--- src/rtl/fir_seq_pkg.sv ---
// Shared state encoding and modulo-TAPS pointer helpers for the FIR MAC sequencer.
// Pointer math wraps at TAPS (not 2**AW) so non-power-of-two tap counts stay in range.
package fir_seq_pkg;

  localparam logic [2:0] ST_CLEAR = 3'd0;
  localparam logic [2:0] ST_IDLE  = 3'd1;
  localparam logic [2:0] ST_MAC   = 3'd2;
  localparam logic [2:0] ST_DRAIN = 3'd3;
  localparam logic [2:0] ST_HOLD  = 3'd4;

  // Accumulator control word carried through the latency-matching delay: {acc_clr, acc_en}
  localparam int CTL_W = 2;

  function automatic int mod_inc(input int a, input int n);
    return (a + 1 >= n) ? 0 : a + 1;
  endfunction

  function automatic int mod_sub(input int a, input int b, input int n);
    return (a >= b) ? a - b : a + n - b;
  endfunction

endpackage

--- src/rtl/fir_ctl_delay.sv ---
// Fixed-latency shift register that aligns accumulator strobes with the MAC datapath.
// Synchronous clear drops any strobes still in flight.
module fir_ctl_delay
  import fir_seq_pkg::*;
#(
  parameter int LAT = 2
) (
  input  logic             CLK,
  input  logic             rst,
  input  logic [CTL_W-1:0] i_dat,
  output logic [CTL_W-1:0] o_dat
);

  logic [CTL_W-1:0] r_stage [LAT];

  always_ff @(posedge CLK) begin
    if (rst) begin
      for (int i = 0; i < LAT; i++) begin
        r_stage[i] <= '0;
      end
    end else begin
      r_stage[0] <= i_dat;
      for (int i = 1; i < LAT; i++) begin
        r_stage[i] <= r_stage[i-1];
      end
    end
  end

  assign o_dat = r_stage[LAT-1];

endmodule

--- src/rtl/fir_mac_sequencer.sv ---
// Address/control sequencer for a time-multiplexed FIR: one sample write, TAPS tap reads,
// latency-matched accumulator strobes, then a held result under valid/ready.
module fir_mac_sequencer
  import fir_seq_pkg::*;
#(
  parameter int TAPS    = 8,
  parameter int AW      = 3,
  parameter int MAC_LAT = 2
) (
  input  logic          CLK,
  input  logic          rst,
  input  logic          in_valid,
  output logic          in_ready,
  output logic          out_valid,
  input  logic          out_ready,
  output logic          smp_we,
  output logic          smp_zero,
  output logic [AW-1:0] smp_waddr,
  output logic [AW-1:0] smp_raddr,
  output logic [AW-1:0] coef_addr,
  output logic          acc_clr,
  output logic          acc_en,
  output logic          busy
);

  logic [2:0]       r_state;
  logic [AW-1:0]    r_wptr;
  logic [AW-1:0]    r_newest;
  logic [AW-1:0]    r_k;
  logic [2:0]       r_drain;
  logic [AW-1:0]    r_raddr;
  logic [AW-1:0]    r_coef;

  logic             w_in_clear;
  logic             w_in_idle;
  logic             w_in_mac;
  logic             w_in_hold;
  logic             w_last_tap;
  logic             w_drain_done;
  logic [AW-1:0]    w_k_inc;
  logic [AW-1:0]    w_wptr_inc;
  logic [AW-1:0]    w_raddr_next;
  logic [CTL_W-1:0] w_issue;
  logic [CTL_W-1:0] w_ctl_q;

  assign w_in_clear   = (r_state == ST_CLEAR);
  assign w_in_idle    = (r_state == ST_IDLE);
  assign w_in_mac     = (r_state == ST_MAC);
  assign w_in_hold    = (r_state == ST_HOLD);
  assign w_last_tap   = (r_k == AW'(TAPS - 1));
  assign w_drain_done = (r_drain == 3'(MAC_LAT - 1));
  assign w_k_inc      = r_k + 1'b1;
  assign w_wptr_inc   = AW'(mod_inc(32'(r_wptr), TAPS));
  // Tap k reads the sample written k inputs ago: newest - k, wrapped at TAPS
  assign w_raddr_next = AW'(mod_sub(32'(r_newest), 32'(w_k_inc), TAPS));

  always_ff @(posedge CLK) begin
    if (rst) begin
      r_state  <= ST_CLEAR;
      r_wptr   <= '0;
      r_newest <= '0;
      r_k      <= '0;
      r_drain  <= '0;
      r_raddr  <= '0;
      r_coef   <= '0;
    end else begin
      case (r_state)
        ST_CLEAR: begin
          if (w_last_tap) begin
            r_state <= ST_IDLE;
            r_k     <= '0;
            r_wptr  <= '0;
          end else begin
            r_k <= w_k_inc;
          end
        end
        ST_IDLE: begin
          if (in_valid) begin
            r_state  <= ST_MAC;
            r_newest <= r_wptr;
            r_wptr   <= w_wptr_inc;
            r_k      <= '0;
            r_coef   <= '0;
            r_raddr  <= r_wptr;
          end
        end
        ST_MAC: begin
          if (w_last_tap) begin
            r_state <= ST_DRAIN;
            r_k     <= '0;
            r_drain <= '0;
          end else begin
            r_k     <= w_k_inc;
            r_coef  <= w_k_inc;
            r_raddr <= w_raddr_next;
          end
        end
        ST_DRAIN: begin
          if (w_drain_done) begin
            r_state <= ST_HOLD;
          end else begin
            r_drain <= r_drain + 1'b1;
          end
        end
        ST_HOLD: begin
          if (out_ready) begin
            r_state <= ST_IDLE;
          end
        end
        default: begin
          r_state <= ST_CLEAR;
          r_k     <= '0;
        end
      endcase
    end
  end

  assign w_issue = {w_in_mac & (r_k == '0), w_in_mac};

  fir_ctl_delay #(
    .LAT (MAC_LAT)
  ) u_ctl_delay (
    .CLK   (CLK),
    .rst   (rst),
    .i_dat (w_issue),
    .o_dat (w_ctl_q)
  );

  // Strobes are masked while rst is high so nothing leaks out during the reset cycle itself
  assign in_ready  = w_in_idle & ~rst;
  assign out_valid = w_in_hold & ~rst;
  assign smp_we    = ~rst & (w_in_clear | (w_in_idle & in_valid));
  assign smp_zero  = w_in_clear;
  assign smp_waddr = w_in_clear ? r_k : r_wptr;
  assign smp_raddr = r_raddr;
  assign coef_addr = r_coef;
  assign acc_en    = w_ctl_q[0] & ~rst;
  assign acc_clr   = w_ctl_q[1] & ~rst;
  assign busy      = ~w_in_idle;

  a_hold_stable: assert property (@(posedge CLK) disable iff (rst)
    (out_valid && !out_ready) |=> out_valid);
  a_clr_with_en: assert property (@(posedge CLK) disable iff (rst)
    acc_clr |-> acc_en);

endmodule

--- config.mk ---
export PLATFORM = sky130hd
export DESIGN_NAME = fir_mac_sequencer
export DESIGN_NICKNAME = d
export VERILOG_FILES = /design/src/rtl/fir_seq_pkg.sv /design/src/rtl/fir_ctl_delay.sv /design/src/rtl/fir_mac_sequencer.sv
export SDC_FILE = /design/constraint.sdc
export NUM_CORES = 1
export LEC_CHECK = 0
export CAP_MARGIN = 20
export CORE_UTILIZATION = 50
export CTS_BUF_LIST = sky130_fd_sc_hd__clkbuf_4 sky130_fd_sc_hd__clkbuf_8
export DETAILED_ROUTE_END_ITERATION = 7
export PLACE_DENSITY_LB_ADDON = 0.05
export REMOVE_ABC_BUFFERS = 1
export SETUP_SLACK_MARGIN = 0.5
export SYNTH_ARGS = -nofsm -noshare
export SYNTH_HDL_FRONTEND = slang
export SYNTH_SLANG_ARGS = --single-unit
--- constraint.sdc ---
create_clock -name CLK -period 4.8 [get_ports CLK]
set_clock_uncertainty 0.05 [all_clocks]
set_input_delay 0.96 -clock CLK [delete_from_list [all_inputs] [get_ports CLK]]
set_output_delay 0.96 -clock CLK [all_outputs]
set_load 0.02 [all_outputs]
Word-level counts from Yosys, hierarchy flattened --
Memory sizes are Yosys's and may differ from the RTL's. Index checks and enable logic that the tools add are counted.
Operators by class: add/subtract/negate cells 6, $lt $le $gt $ge 2, eq/ne operators 13, mux-type cells 27, bitwise gates (word level) 13, reductions and logical operators 13
Operator list (number):
- 2-to-1 mux 3 bit | 16
- case mux 3 bit (2 select lines) | 4
- case mux 3 bit (5 select lines) | 1
- inequality test 2 bit (second input constant) | 5
- adder 3 x 1 -> 3 bit (second input constant) | 3
- case mux 3 bit (3 select lines) | 1
- AND reduction 3 bit | 3
- AND 1 bit | 7
- == test 3 x 1 -> 1 bit (second input constant) | 2
- == test 3 x 2 -> 1 bit (second input constant) | 2
- == test 3 bit (second input constant) | 2
- logical NOT 3 bit | 2
- nonzero test 2 bit | 3
- subtractor 3 bit | 2
- AND reduction 5 bit | 1
- adder 3 x 1 -> 4 bit (second input constant) | 1
- greater-or-equal comparator 4 bit (second input constant) | 1
- 2-to-1 mux 2 bit | 2
- inequality test 2 x 1 -> 1 bit (second input constant) | 2
- AND reduction 2 bit | 2
- OR reduction 2 bit | 2
- greater-or-equal comparator 3 bit | 1
- 2-to-1 mux 1 bit | 3
- NOT 1 bit | 3
- OR 1 bit | 3
Word-level totals: register bits 21, bits in writable memories 4, input bits 4, output and inout bits 16, logic and storage cells 82, memories 1
Memory list:
- u_ctl_delay.r_stage | depth 2, bits a word 2, rd ports 2, clocked after Yosys merged registers in 0, wr ports 2, RTL line fir_ctl_delay.sv:14 | logic [CTL_W-1:0] r_stage [LAT];

Depth between registers and ports, before layout --
Gate-level depths: netlist (run 1).
word-level depth 5, gate-level depth with buffers 8, gate-level depth less buffers 8

Hierarchy --
From an unflattened synthesis (run 1), not the netlist that was laid out.
Second synthesis, totals: cell total of the unflattened synthesis 147, area total of the unflattened synthesis 1311.3 sq um
Modules (own cells, without submodules):
- fir_mac_sequencer | instances 1, cells an instance 137, area each 1191.1 sq um, sequential area each 420.4 sq um
- fir_ctl_delay | instances 1, cells an instance 10, area each 120.1 sq um, sequential area each 80.1 sq um

Worst setup path before layout (run 1) --
OpenSTA, ideal clock, no wires.
kind reg-to-output, start point register r_state[2], end point output port smp_waddr[0], arrival 1.773 ns, data required time 3.790 ns, path slack 2.017 ns, stages on the path, launching flop included 5, path buffers 2, cells stage by stage dfxtp_1 -> buf_2 -> buf_4 -> nor3_1 -> mux2_2
On the way: longest elaborated chain between the ends 2
RTL lines:
- start: declaration | RTL line fir_mac_sequencer.sv:26 | logic [2:0] r_state;
- start signal: assignment | RTL line fir_mac_sequencer.sv:59 | r_state <= ST_CLEAR;
- start signal: assignment | RTL line fir_mac_sequencer.sv:70 | r_state <= ST_IDLE;
- start signal: assignment | RTL line fir_mac_sequencer.sv:79 | r_state <= ST_MAC;
- logical NOT 3 bit | RTL line fir_mac_sequencer.sv:46 | assign w_in_clear = (r_state == ST_CLEAR);
- named net smp_zero | RTL line fir_mac_sequencer.sv:17 | output logic smp_zero,
- 2-to-1 mux 3 bit | RTL line fir_mac_sequencer.sv:134 | assign smp_waddr = w_in_clear ? r_k : r_wptr;
- end: declaration | RTL line fir_mac_sequencer.sv:18 | output logic [AW-1:0] smp_waddr,
The timed path passes the listed nets, and every way through them passes these cells.

Final worst setup path (run 1) --
start point input port rst, end point output port acc_en
On the way: longest elaborated chain between the ends 2
RTL lines:
- start: declaration | RTL line fir_mac_sequencer.sv:11 | input logic rst,
- NOT 1 bit | RTL line fir_mac_sequencer.sv:137 | assign acc_en = w_ctl_q[0] & ~rst;
- AND 1 bit | RTL line fir_mac_sequencer.sv:137
- end: declaration | RTL line fir_mac_sequencer.sv:22 | output logic acc_en,
No other way between the ends.

==> results.md, run 1 <==
* Area fraction in compound gates after synthesis at 14.2%
* Vias in the first global route at 982
* Worst reg2reg path depth at 8
* Critical path type: in2out
* Routed WL per cell at 13.1 µm
* CP max FO at 18
* Drt pass-1 iters at 4
* CTS sink count at 25
* Register area at 500 µm²
* Initial Util at 54.4%
* Post-Synth Adder-Cell Area at 7.71%
* Worst Setup End Kind: output port
* Final #Nets at 188
* Mux contribution to synthesized area at 8.24%
* Async SR Flop Fraction at 0%
* Final hold viol count at 0
* # DRC at 0
* Top cell type's share of synthesized area at 35.8%
* Largest family of logic cells by synthesized area: simple AND/OR/NAND/NOR gates
* Synth area leaders: dfxtp_1 36%, ha_1 6.3%, nor2_1 6.2%
* Worst skew pair latency at 0.32 ns
* Share of post-route cells with drive strength above 1 at 9.14%
* Status: complete, no violations
* Rows at 18
* Startpoint types: primary input
* DP HPWL at 1970 µm
* First-pass GRT wire length at 4450 µm
* Root buf cell: clkbuf_4
* Die width at 54.8 µm
* Relative max-transition margin at 53.3%
* H-tree levels at 1
* Worst reg2reg path endpoint: smp_raddr[2]$_SDFFE_PP0P_
* YS warnings at 0
* Total negative slack at 0 ns
* Yosys cell types at 44
* Port bufs at 19
* RSZ-0062 raised after global routing: no
* Seq/Total Area, Yosys at 35.8%
* Post-synth EDFFs at 0
* Placed Cells at 201
* Tcrit/Tclk final at 74.2%
* Min Hold Slack at 0.404 ns
* Routed vias at 1110
* Largest net degree at the start of global routing at 23
* Non-Filler Instances at 205
* Pwr Density at 227 nW/µm²
* Worst slew pin tran at 0.700 ns
* Post-CTS Hold Buffers at 0
* Clk buf depth at 2
* Post-CTS Setup Repair Bufs at 0
* HP Class: reg2reg
* DIE AREA at 3010 µm²
* Synth Area in Simple Gates at 25.0%
* Total wire length at 2690 µm
* Worst Setup EP: acc_en
* Top cells by count, synth: 25 x dfxtp_1, 23 x nor2_1, 10 x nand2_1
* Pins over their slew limit at 0
* Gpl congestion at 0.807
* Total gr overflow at 0
* Routed Antenna Nets at 0
* Pleak at 0.000561 µW
* Biggest area consumer among synthesized cells: dfxtp_1
* Fmax at 0.281 GHz
* Most common cell in the netlist: dfxtp_1
* Most used DFF post-synth: dfxtp_1
* Post-Syn Instances at 161
* Max-Cap Viols at 0
* TritonCTS clock tree: done
* Ant. Diodes at 0
* Filler cells at 255
* Synth Area in XOR/XNOR at 2.51%
* Worst Path Required at 3.79 ns
* Total track usage at 21.2%
* Cts repair resizes at 0
* Final setup viols at 0
* Via/cell ratio at 5.41
* # IOs at 20
* Post-route minimum period at 3.56 ns
* Core area at 2570 µm²
* CP startpoint: rst
* Initial antenna violation count at 0
* Post-Syn Area per Cell at 8.67 µm²
* Core Util, Final at 62.4%
* Synth Register Bits at 25
* Synthesized area at 1400 µm²
* Clock slew at reported path FFs at 0.14 ns
* CP arrival at 2.55 ns
* Area of the multi-input gates at 806 µm²
* Reg2reg start: r_k[0]$_SDFFE_PP0P_
* Reg-to-reg slack, setup at 2.65 ns
* Detailed Route Iter0 Violations at 11
* Hold path cells at 1
* Peak supply drop at 195 µV
* Die Y at 54.8 µm
* Synth-to-layout area growth at 14.8%
* Num CTS Buffers at 3
==> layout by cell type (no fill, tap or decap), types with 5 or more instances in the layout <==
cell type	instances
nor2_1	23
a21oi_1	9
clkdlybuf4s50_1	19
inv_1	9
nor2b_1	6
ha_1	7
nand2_1	10
o21ai_0	5
nand3_1	5
dfxtp_1	25
mux2i_1	7
==> critical path: stages <==
cell             delay, ns
clkdlybuf4s50_1       0.74
nor2b_1               0.23
clkdlybuf4s50_1       0.62
==> kinds of logic after synthesis <==
| family | Yosys count |
|---|---|
| fa+ha+maj | 8 |
| xor+xnor | 4 |
| flops | 25 |
| buf+inv | 19 |
| compound gates | 28 |
| simple gates | 66 |
| mux | 11 |
==> per-stage QoR <==
step,power [µW],worst slack (ns),cell area [µm²]
global placement,271,1.28,1580
detailed placement,272,1.23,1580
finish,364,1.24,1600
floorplan,251,2.12,1340
global route,382,1.11,1600
CTS,371,1.23,1600
==> layer usage <==
metal | part of all wire (%) | wire, µm | track usage [%] | up-vias
met4 | 2.0 | 53 | 10.3 | 0
met5 | 0 | 0 | 0 | -
met2 | 45 | 1200 | 32.1 | 17
met3 | 2.9 | 77 | 2.50 | 5
met1 | 50 | 1360 | 29.2 | 506
li1 | - | - | - | 582
==> registers in the layout (all words and copies together), names as in the netlist <==
register and flops:
r_newest 3, r_wptr 3, u_ctl_delay.r_stage 4, coef_addr 3, r_drain 3, smp_raddr 3
r_k 3, r_state 3
==> report_power, final <==
part,internal [µW],switching (µW)
combinational,25.1,26.8
sequential,211,4.86
clock,31.3,64.9
total,267,96.5
==> worst min path at each step <==
stage / startpoint / endpoint / slack (ns)
after floorplan: u_ctl_delay.r_stage[0][0]$_SDFF_PP0_ / u_ctl_delay.r_stage[0][2]$_SDFF_PP0_ / 0.36
after global placement: u_ctl_delay.r_stage[0][1]$_SDFF_PP0_ / u_ctl_delay.r_stage[0][3]$_SDFF_PP0_ / 0.37
after detailed placement: u_ctl_delay.r_stage[0][1]$_SDFF_PP0_ / u_ctl_delay.r_stage[0][3]$_SDFF_PP0_ / 0.38
after CTS: u_ctl_delay.r_stage[0][1]$_SDFF_PP0_ / u_ctl_delay.r_stage[0][3]$_SDFF_PP0_ / 0.41
after global routing: u_ctl_delay.r_stage[0][0]$_SDFF_PP0_ / u_ctl_delay.r_stage[0][2]$_SDFF_PP0_ / 0.42
final: u_ctl_delay.r_stage[0][1]$_SDFF_PP0_ / u_ctl_delay.r_stage[0][3]$_SDFF_PP0_ / 0.40
==> cell type report <==
| cell class | count | share of cell area (%) |
|---|---|---|
| Multi-Input combinational cell | 117 | 50.3 |
| Sequential cell | 25 | 31.2 |
| Timing Repair Buffer | 20 | 12.3 |
| Tap cell | 30 | 2.34 |
| Inverter | 9 | 2.11 |
| Clock buffer | 3 | 1.41 |
| Clock inverter | 1 | 0.312 |
No activity file was read; power rests on OpenSTA's default activity.
==> inputs of run 2 (changes only) <==
- clock period: 4.8 -> 3.5 ns (I/O delays scaled with it)
==> run 2 against run 1 <==
Effect of this change: cell count did not move; register-to-register slack got worse by 1.3 ns; worst hold slack got worse by 0.00089 ns; die area is the same; global-route usage down 0.48 points; sequential share of layout area is essentially flat; combinational power is 40% higher.
==> results.md, run 2 (same netlist as run 1, synthesis figures left out) <==
* DIE AREA at 3010 µm² (unchanged)
* CTS sink count at 25 (unchanged)
* Worst slew pin tran at 0.563 ns (-0.137 ns)
* Worst Setup End Kind: output port
* Root buf cell: clkbuf_4
* Relative max-transition margin at 62.3% (+9.0 points)
* Via/cell ratio at 5.51 (+1.7%)
* PnR Total Power at 503 µW (+38%)
* Num CTS Buffers at 3 (unchanged)
* Top reg by flops: u_ctl_delay.r_stage
* Rows at 18 (unchanged)
* First-pass GRT wire length at 4370 µm (-1.9%)
* Initial antenna violation count at 0 (unchanged)
* Worst skew pair latency at 0.32 ns (about the same)
* Clk buf depth at 2 (unchanged)
* Total gr overflow at 0 (unchanged)
* Crit path max-delay family: buffers and inverters
* Core area at 2570 µm² (unchanged)
* Vias in the first global route at 976 (-0.61%)
* Startpoint types: register
* Final hold viol count at 0 (unchanged)
* Die Y at 54.8 µm (unchanged)
* Tcrit/Tclk final at 82.2%
* Total track usage at 20.7% (-0.48 points)
* TritonCTS clock tree: done
* H-tree levels at 1 (unchanged)
* CP max stage cell: clkdlybuf4s50_1
* Post-route minimum period at 2.88 ns
* Drt pass-1 iters at 4 (unchanged)
* Synth-to-layout area growth at 15.3%
* Port bufs at 19 (unchanged)
* Worst Path Required at 2.75 ns (-1.04 ns)
* Pins over their slew limit at 0 (unchanged)
* Pleak at 0.000563 µW (+0.38%)
* DP HPWL at 1970 µm (+0.29%)
* Total wire length at 2760 µm (+2.5%)
* Filler cells at 252 (-1.2%)
* Final setup viols at 0 (unchanged)
* Status: complete, no violations
* Area of the multi-input gates at 811 µm² (+0.62%)
* Setup ws final at 0.622 ns (-0.616 ns)
* Max reg flops at 4 (unchanged)
* Die width at 54.8 µm (unchanged)
* Routed Antenna Nets at 0 (unchanged)
* Largest net degree at the start of global routing at 32 (+39%)
* Share of post-route cells with drive strength above 1 at 10.9% (+1.7 points)
* Buf/Inv on CP at 1 (-1)
* # DRC at 0 (unchanged)
* Final #Nets at 188 (unchanged)
* Peak supply drop at 245 µV (+26%)
* Pwr Density at 312 nW/µm² (+38%)
* CP arrival at 2.13 ns (-0.42 ns)
* Post-place setup slack at 0.640 ns (-0.593 ns)
* Most frequent cells in the layout: 23 x nor2_1, 23 x dfxtp_1, 19 x clkdlybuf4s50_1
* Critical path type: reg2out
* CP cell instances: nor3_2, mux2_2, clkdlybuf4s50_1
* Ant. Diodes at 0 (unchanged)
* Max-Cap Viols at 0 (unchanged)
* RSZ-0062 raised after global routing: no
* HP Class: reg2reg
* Gpl congestion at 0.748 (-7.3%)
* Routed WL per cell at 13.5 µm (+2.5%)
* Initial Util at 54.4% (unchanged)
* Clock slew at reported path FFs at 0.14 ns (about the same)
* Max incr delay on CP at 0.54 ns (-0.20 ns)
* # IOs at 20 (unchanged)
* Reg-to-reg slack, setup at 1.31 ns (-1.34 ns)
* Fmax at 0.347 GHz
* Detailed Route Iter0 Violations at 22 (+11)
* Post-CTS Hold Buffers at 0 (unchanged)
* Routed vias at 1129 (+1.7%)
* CP max FO at 17 (-1)
* Total negative slack at 0 ns (unchanged)
* Register area at 503 µm² (+0.50%)
run 2: cell counts in the layout (fill, tap and decap cells not counted):
Identical to the previous run, type by type.
run 2: cell type report:
| class | instances | area share, % |
|---|---|---|
| Tap cell | 30 | 2.33 |
| Multi-Input combinational cell | 117 | 50.3 |
| Clock buffer | 3 | 1.40 |
| Inverter | 9 | 2.10 |
| Timing Repair Buffer | 20 | 12.3 |
| Sequential cell | 25 | 31.2 |
| Clock inverter | 1 | 0.311 |
run 2: through the flow:
stage                     instances  hold slack [ns]  utilization, %  cell area (µm²)
after floorplan                 151            0.364               -             1340
after global placement          201            0.366            61.4             1580
after detailed placement        201            0.374            61.4             1580
after CTS                       205            0.407            62.7             1610
after global routing            205            0.415            62.7             1610
final                           205            0.403            62.7             1610
run 2: per-layer routing:
layer	track usage (%)	wire [µm]	vias to the layer above
met5	0	0	-
met4	8.97	27	0
met3	2.78	95	4
met2	31.9	1310	20
met1	28.3	1320	520
li1	-	-	585
run 2: path summary, 6_finish.rpt:
| path | startpoint | end | depth (start not counted) |
|---|---|---|---|
| setup / recovery | r_state[1]$_SDFFE_PP0P_ | smp_waddr[2] | 3 |
| hold / removal | u_ctl_delay.r_stage[0][1]$_SDFF_PP0_ | u_ctl_delay.r_stage[0][3]$_SDFF_PP0_ | 1 |
| setup reg to reg | r_k[0]$_SDFFE_PP0P_ | smp_raddr[2]$_SDFFE_PP0P_ | 8 |
| hold reg to reg | u_ctl_delay.r_stage[0][1]$_SDFF_PP0_ | u_ctl_delay.r_stage[0][3]$_SDFF_PP0_ | 1 |
run 2: what timing repair did:
action,CTS,global route
resized for setup,3,0
endpoints found under the setup margin,5,0
buffers inserted,0,0
hold endpoints to repair,0,0
run 2: worst reg2reg max path, cell delays in order, from the launching register on:
cell	delay, ns
dfxtp_1	0.45
inv_1	0.12
ha_1	0.34
inv_1	0.07
fa_1	0.40
xnor2_1	0.15
xnor2_1	0.14
a211o_1	0.31
a21oi_2	0.11
run 2: report_power, final:
part	internal [µW]	switching, µW	total [µW]	leakage (µW)
registers	289	6.64	296	0.000203
logic	34.9	38.0	72.9	0.000342
clock network	42.9	91.0	134	0.0000177
